$ cat config.mk
export PLATFORM = sky130hd
export DESIGN_NAME = bin2bcd_seq
export DESIGN_NICKNAME = d
export VERILOG_FILES = /design/src/rtl/bin2bcd_seq.sv
export SDC_FILE = /design/constraint.sdc
export NUM_CORES = 1
export LEC_CHECK = 0
export ABC_AREA = 1
export CORE_MARGIN = 2
export CORE_UTILIZATION = 35
export DETAILED_ROUTE_END_ITERATION = 6
export GPL_TIMING_DRIVEN = 0
export HOLD_SLACK_MARGIN = 0.08
export MAX_ROUTING_LAYER = met4
export PLACE_DENSITY = 0.6
export RECOVER_POWER = 25
export SLEW_MARGIN = 20
export SYNTH_ARGS = -nofsm -noshare
export SYNTH_HDL_FRONTEND = slang
export SYNTH_SLANG_ARGS = --single-unit
export TNS_END_PERCENT = 20
$ cat constraint.sdc
create_clock -name clk -period 3 [get_ports clk]
set_input_delay 0.75 -clock clk [delete_from_list [all_inputs] [get_ports clk]]
set_output_delay 0.75 -clock clk [all_outputs]
set_load 0.1 [all_outputs]
$ cat src/rtl/bin2bcd_seq.sv
// -----------------------------------------------------------------------------
// bin2bcd_seq
//
// Sequential binary-to-BCD converter (double dabble, one input bit per clock).
// Sits downstream of the sqrt block and feeds the seven-segment driver.
//
// Handshake: a conversion request is accepted on the rising edge where
// start=1 and the FSM is idle; bin is captured on that same edge. start while
// busy is ignored and bin is not resampled. done is a one-cycle pulse that
// marks the edge at which bcd/blank were updated. start may be asserted in the
// done cycle, because the FSM is already idle then.
//
// Ports:
//   clk    in   system clock, rising edge
//   rst    in   asynchronous, active-high reset
//   start  in   conversion request
//   bin    in   [W-1:0] unsigned value, sampled with start
//   busy   out  conversion in progress
//   done   out  one-cycle pulse, bcd/blank just updated
//   bcd    out  [4*D-1:0] packed BCD, digit 0 in bits [3:0]
//   blank  out  [D-1:0] leading-zero blank mask, bit k blanks digit k
//
// Configuration macro: BIN2BCD_LEADING_ZERO_BLANK_EN
//   defined   -> blank is computed and registered with bcd at completion
//   undefined -> blank is tied to zero, no blanking logic is built
// -----------------------------------------------------------------------------
module bin2bcd_seq #(
    parameter int W = 21,
    parameter int D = 7
) (
    input  logic             clk,
    input  logic             rst,
    input  logic             start,
    input  logic [W-1:0]     bin,
    output logic             busy,
    output logic             done,
    output logic [4*D-1:0]   bcd,
    output logic [D-1:0]     blank
);

    localparam int SW = 4*D + W;   // working register: BCD digits above binary
    localparam int CW = 5;         // iteration counter width

    typedef enum logic {
        S_IDLE = 1'b0,
        S_RUN  = 1'b1
    } state_t;

    state_t           r_state;
    logic [SW-1:0]    r_sh;
    logic [CW-1:0]    r_cnt;
    logic             r_busy;
    logic             r_done;
    logic [4*D-1:0]   r_bcd;

    logic [SW-1:0]    w_adj;
    logic [SW-1:0]    w_shift;
    logic             w_last;

    // Add-3 correction on every BCD nibble that is 5 or more, so that the
    // following shift carries correctly into the next decimal digit.
    always_comb begin
        w_adj = r_sh;
        for (int k = 0; k < D; k++) begin
            if (r_sh[W+4*k +: 4] >= 4'd5) begin
                w_adj[W+4*k +: 4] = r_sh[W+4*k +: 4] + 4'd3;
            end
        end
    end

    assign w_shift = w_adj << 1;

    // Counter holds the index of the iteration being performed this cycle.
    assign w_last = (r_state == S_RUN) && (r_cnt == CW'(W-1));

    always_ff @(posedge clk or posedge rst) begin
        if (rst) begin
            r_state <= S_IDLE;
            r_sh    <= '0;
            r_cnt   <= '0;
            r_busy  <= 1'b0;
            r_done  <= 1'b0;
            r_bcd   <= '0;
        end else begin
            r_done <= 1'b0;
            case (r_state)
                S_IDLE: begin
                    if (start) begin
                        r_sh    <= {{(4*D){1'b0}}, bin};
                        r_cnt   <= '0;
                        r_busy  <= 1'b1;
                        r_state <= S_RUN;
                    end
                end
                S_RUN: begin
                    r_sh  <= w_shift;
                    r_cnt <= r_cnt + 1'b1;
                    if (w_last) begin
                        r_bcd   <= w_shift[SW-1 -: 4*D];
                        r_done  <= 1'b1;
                        r_busy  <= 1'b0;
                        r_state <= S_IDLE;
                    end
                end
                default: r_state <= S_IDLE;
            endcase
        end
    end

    assign busy = r_busy;
    assign done = r_done;
    assign bcd  = r_bcd;

`ifdef BIN2BCD_LEADING_ZERO_BLANK_EN
    logic [D-1:0] r_blank;
    logic [D-1:0] w_blank_next;

    // A digit is blanked when it and every digit above it are zero. Digit 0
    // is never blanked so that a zero result still shows a single "0".
    always_comb begin
        w_blank_next        = '0;
        w_blank_next[D-1]   = (w_shift[SW-1 -: 4] == 4'd0);
        for (int k = D-2; k >= 1; k--) begin
            w_blank_next[k] = w_blank_next[k+1] && (w_shift[W+4*k +: 4] == 4'd0);
        end
    end

    always_ff @(posedge clk or posedge rst) begin
        if (rst) begin
            r_blank <= {{(D-1){1'b1}}, 1'b0};
        end else if (w_last) begin
            r_blank <= w_blank_next;
        end
    end

    assign blank = r_blank;
`else
    assign blank = '0;
`endif

endmodule
# [Yosys cells after proc, flatten, opt, wreduce, memory -nomap -nowiden]
# Index checks and enable logic that the tools add are counted.
[totals] reg_bits=85 in_bits=24 out_inout_bits=37 word_cells=47
[classes] addsub=8 magnitude_cmp=7 eq_ne=3 muxes=19 bitwise=1 n_reduce_logical=3
[op_table] operator="49-bit one-hot mux with 2 select lines" count=1
[op_table] operator="49-bit two-way mux" count=1
[op_table] operator="4-bit by 3-bit >= comparator with 1-bit output, second input constant" count=7
[op_table] operator="4-bit by 2-bit adder with 4-bit output, second input constant" count=6
[op_table] operator="4-bit two-way mux" count=6
[op_table] operator="5-bit one-hot mux with 2 select lines" count=1
[op_table] operator="1-bit two-way mux" count=6
[op_table] operator="5-bit by 1-bit adder with 5-bit output, second input constant" count=1
[op_table] operator="5-bit equality test, second input constant" count=1
[op_table] operator="5-bit two-way mux" count=1
[op_table] operator="1-bit one-hot mux with 2 select lines" count=2
[op_table] operator="2-bit AND reduction" count=2
[op_table] operator="3-bit by 2-bit adder with 3-bit output, second input constant" count=1
[op_table] operator="3-bit two-way mux" count=1
[op_table] operator="2-bit by 1-bit != test with 1-bit output, second input constant" count=1
[op_table] operator="2-bit != test, second input constant" count=1
[op_table] operator="1-bit logical AND" count=1
[op_table] operator="1-bit inverter" count=1

# [Depth between registers and ports, before layout]
[depth] ltp_word=4 ltp_mapped=8

# [Worst setup path before layout]
# Ideal clock, no wire load.
[synth_path] path_type="register to output" from="reg r_busy (netlist: busy)" to="out busy" arrival_ns=0.898 required_ns=2.250 path_slack_ns=1.352 stages_incl_launch_ff=1 path_buffers=0 cell_sequence="dfrtp_1"
[synth_rtl] element="start: declaration" line="52" rtl="logic r_busy;"
[synth_rtl] element="start signal: assignment" line="81" rtl="r_busy <= 1'b0;"
[synth_rtl] element="start signal: assignment" line="91" rtl="r_busy <= 1'b1;"
[synth_rtl] element="start signal: assignment" line="101" rtl="r_busy <= 1'b0;"
[synth_rtl] element="end: declaration" line="35" rtl="output logic busy,"
# No word-level cell between the ends.

# [Worst setup path after layout]
[layout_path] from="reg r_bcd[16] (netlist: bcd[16])" to="out bcd[16]"
[layout_rtl] element="start: declaration" line="54" rtl="logic [4*D-1:0] r_bcd;"
[layout_rtl] element="start signal: assignment" line="99" rtl="r_bcd <= w_shift[SW-1 -: 4*D];"
[layout_rtl] element="end: declaration" line="37" rtl="output logic [4*D-1:0] bcd,"
# No word-level cell between the ends.

==> results.json <==
{
  "met3_wirelength_um": 400,
  "insertion_delay_ns": 0.34,
  "worst_pin_slew_ns": 1.62,
  "finClkSkew_ns": 0.00406,
  "wl_met2_um": 4480,
  "vias_per_cell": 4.86,
  "drt_wl_total_um": 9370,
  "hold_buffers": 0,
  "drc_errors": 6,
  "coreArea_mm2": 0.0115,
  "crit_type": "reg -> out",
  "ant_nets": 0,
  "cpPeakStageDelay_ns": 1.14,
  "wl_per_cell_um": 13.0,
  "finalCritPeriodShare_pct": 86.0,
  "insertedDiodeCount": 0,
  "antenna_found_initial": 0,
  "grt_pass1_wl_um": 16200,
  "fmax_mhz": 388,
  "rsz0062_at_grt": "false",
  "critPathCaptureType": "output pin",
  "period_needed_ns": 2.58,
  "portBuffers": 53,
  "path_clk_slew_ns": 0.06,
  "synth_warnings": 0,
  "synth_edf_count": 0,
  "clock_sinks": 85,
  "overflow": 0,
  "ys_ff_latch": 85,
  "synth_top_area_share_pct": 51.2,
  "violations": "DRC, capacitance limit, slew limit",
  "ys.flop_type": "dfrtp_1",
  "cts_buffer_depth": 2,
  "syn_to_final_growth_pct": 24.9,
  "arrival_ns": 1.83,
  "m1WireLength_um": 4330,
  "die_area_mm2": 0.0128,
  "max_slew_margin_pct": -8.63,
  "power.total_mw": 6.54,
  "fillers": 1159,
  "drt-initial-drc-count": 201,
  "maxCapViolCount": 1,
  "crit_fanout": 2,
  "synth_top_cells_by_count": "nand2_1, dfrtp_1, nand3_1, inv_1, o21ai_0",
  "worst_setup_path_start_kind": "flip-flop",
  "initial_core_util_pct": 36.1,
  "place.gp.congestion": 0.870,
  "cts_tree": "built",
  "grtUsageTotal_pct": 16.4,
  "worstPathRequired_ns": 2.25,
  "critical-path-top-delay-family": "buffers and inverters",
  "status": "finished with violations",
  "nets": 614,
  "drive_above_1_share_pct": 7.44,
  "cts_root_buf": "clkbuf_16",
  "htreeDepth": 3,
  "dp_hpwl_um": 6530,
  "yosysTopAreaCell": "dfrtp_1",
  "dr_total_vias": 3505,
  "die_height_um": 113,
  "cp_slowest_cell": "clkdlybuf4s50_1",
  "syn-cell-area_mm2": 0.00415,
  "ir_drop_mv": 0.328,
  "grt_max_degree": 53,
  "top_layer": "met4",
  "setup_viol": 0,
  "yosys.cell_types.count": 24,
  "fin_tns_setup_ns": 0,
  "io_pins": 61,
  "cp_num_buf_inv": 1,
  "row_count": 39,
  "drv_slew": 34,
  "synthTopCellsByArea": "dfrtp_1, nand2_1, nand3_1",
  "ys_seq_area_share_pct": 51.2,
  "dieWidth_um": 113,
  "hold_violations": 0,
  "synthCells": 503,
  "synth.most_common_cell": "nand2_1",
  "p_leak_nw": 2.60,
  "worstPathCellList": "clkdlybuf4s50_1",
  "cts_buffers": 9,
  "post-cts-setup-buffer-count": 0,
  "ctsResizeCount": 0,
  "avgSynthCellArea_um2": 8.26,
  "first_pass_iters": 7,
  "p_per_area_mw_per_mm2": 1260,
  "ys_async_sr_fraction_pct": 100,
  "grt_pass1_vias": 3502,
  "worstHoldPathType": "reg -> reg"
}
[state kept, by name (all words and copies together) (netlist names)]
signal	flops
bcd	28
busy	1
done	1
r_cnt	5
r_sh	49
r_state	1
[path summary, 6_finish.rpt]
path                            cells after the start                  from  slack, ns                   end
min in group asynchronous                           2                   rst       1.25  r_sh[15]$_DFFE_PP0P_
max in group asynchronous                           3                   rst       0.90  r_sh[46]$_DFFE_PP0P_
worst min-delay path                                2   bcd[12]$_DFFE_PP0P_       0.48   bcd[12]$_DFFE_PP0P_
worst max-delay path                                1   bcd[16]$_DFFE_PP0P_       0.42               bcd[16]
worst max register to register                      7  r_cnt[0]$_DFFE_PP0P_       1.20   bcd[22]$_DFFE_PP0P_
worst min register to register                      2   bcd[12]$_DFFE_PP0P_       0.48   bcd[12]$_DFFE_PP0P_
[layout make-up]
class / instances / area (um2) / area share (%)
Sequential cell: 85 / 2130 / 41.0
Multi-Input combinational cell: 361 / 1720 / 33.1
Timing Repair Buffer: 54 / 558 / 10.8
Clock buffer: 14 / 274 / 5.28
Buffer: 25 / 179 / 3.45
Tap cell: 143 / 179 / 3.45
Inverter: 38 / 146 / 2.82
Clock inverter: 1 / 5.00 / 0.0965
[report_power, final]
group / leakage [nW] / internal, mW / switching (mW)
clock: 0.139 / 0.623 / 0.426
combinational: 1.40 / 0.958 / 2.53
sequential: 1.06 / 1.65 / 0.347
total: 2.60 / 3.23 / 3.30
[cell families after synthesis]
family / share of synthesized area (%)
compound gates: 4.91
xor+xnor: 0.211
fa+ha+maj: 4.82
buf+inv: 7.89
flops: 51.2
other cells: 0.0903
simple gates: 30.9
[placed cells by master, fill, tap and decap left out, types with 7 or more instances in the layout]
cell type          n
nand4_1           16
clkbuf_1           7
nor2_1            10
o22ai_1            8
nand3_1           74
nand2_1          198
dfrtp_1           85
buf_4              9
o21ai_0           18
clkdlybuf4s50_1   51
conb_1             7
ha_1              16
clkbuf_16          9
inv_1             34
[per-layer routing]
metal  track usage [%]  vias to the layer above
li1                  -                     1763
met1              20.1                     1654
met2              27.0                       78
met3              3.75                       10
met4              5.45                        0
met5                 -                        -
[through the flow]
stage               setup WS [ns]  cells  hold WS (ns)  utilization (%)  area [um2]
global placement            -1.34    705         0.464             42.4        4880
global route                0.354    721         0.503             45.0        5190
CTS                         0.384    721         0.481             45.1        5190
finish                      0.420    721         0.477             45.0        5190
floorplan                  0.0565    509         0.449                -        4180
detailed placement          0.753    706         0.465             42.7        4910
No activity file was read; power rests on OpenSTA's default activity.
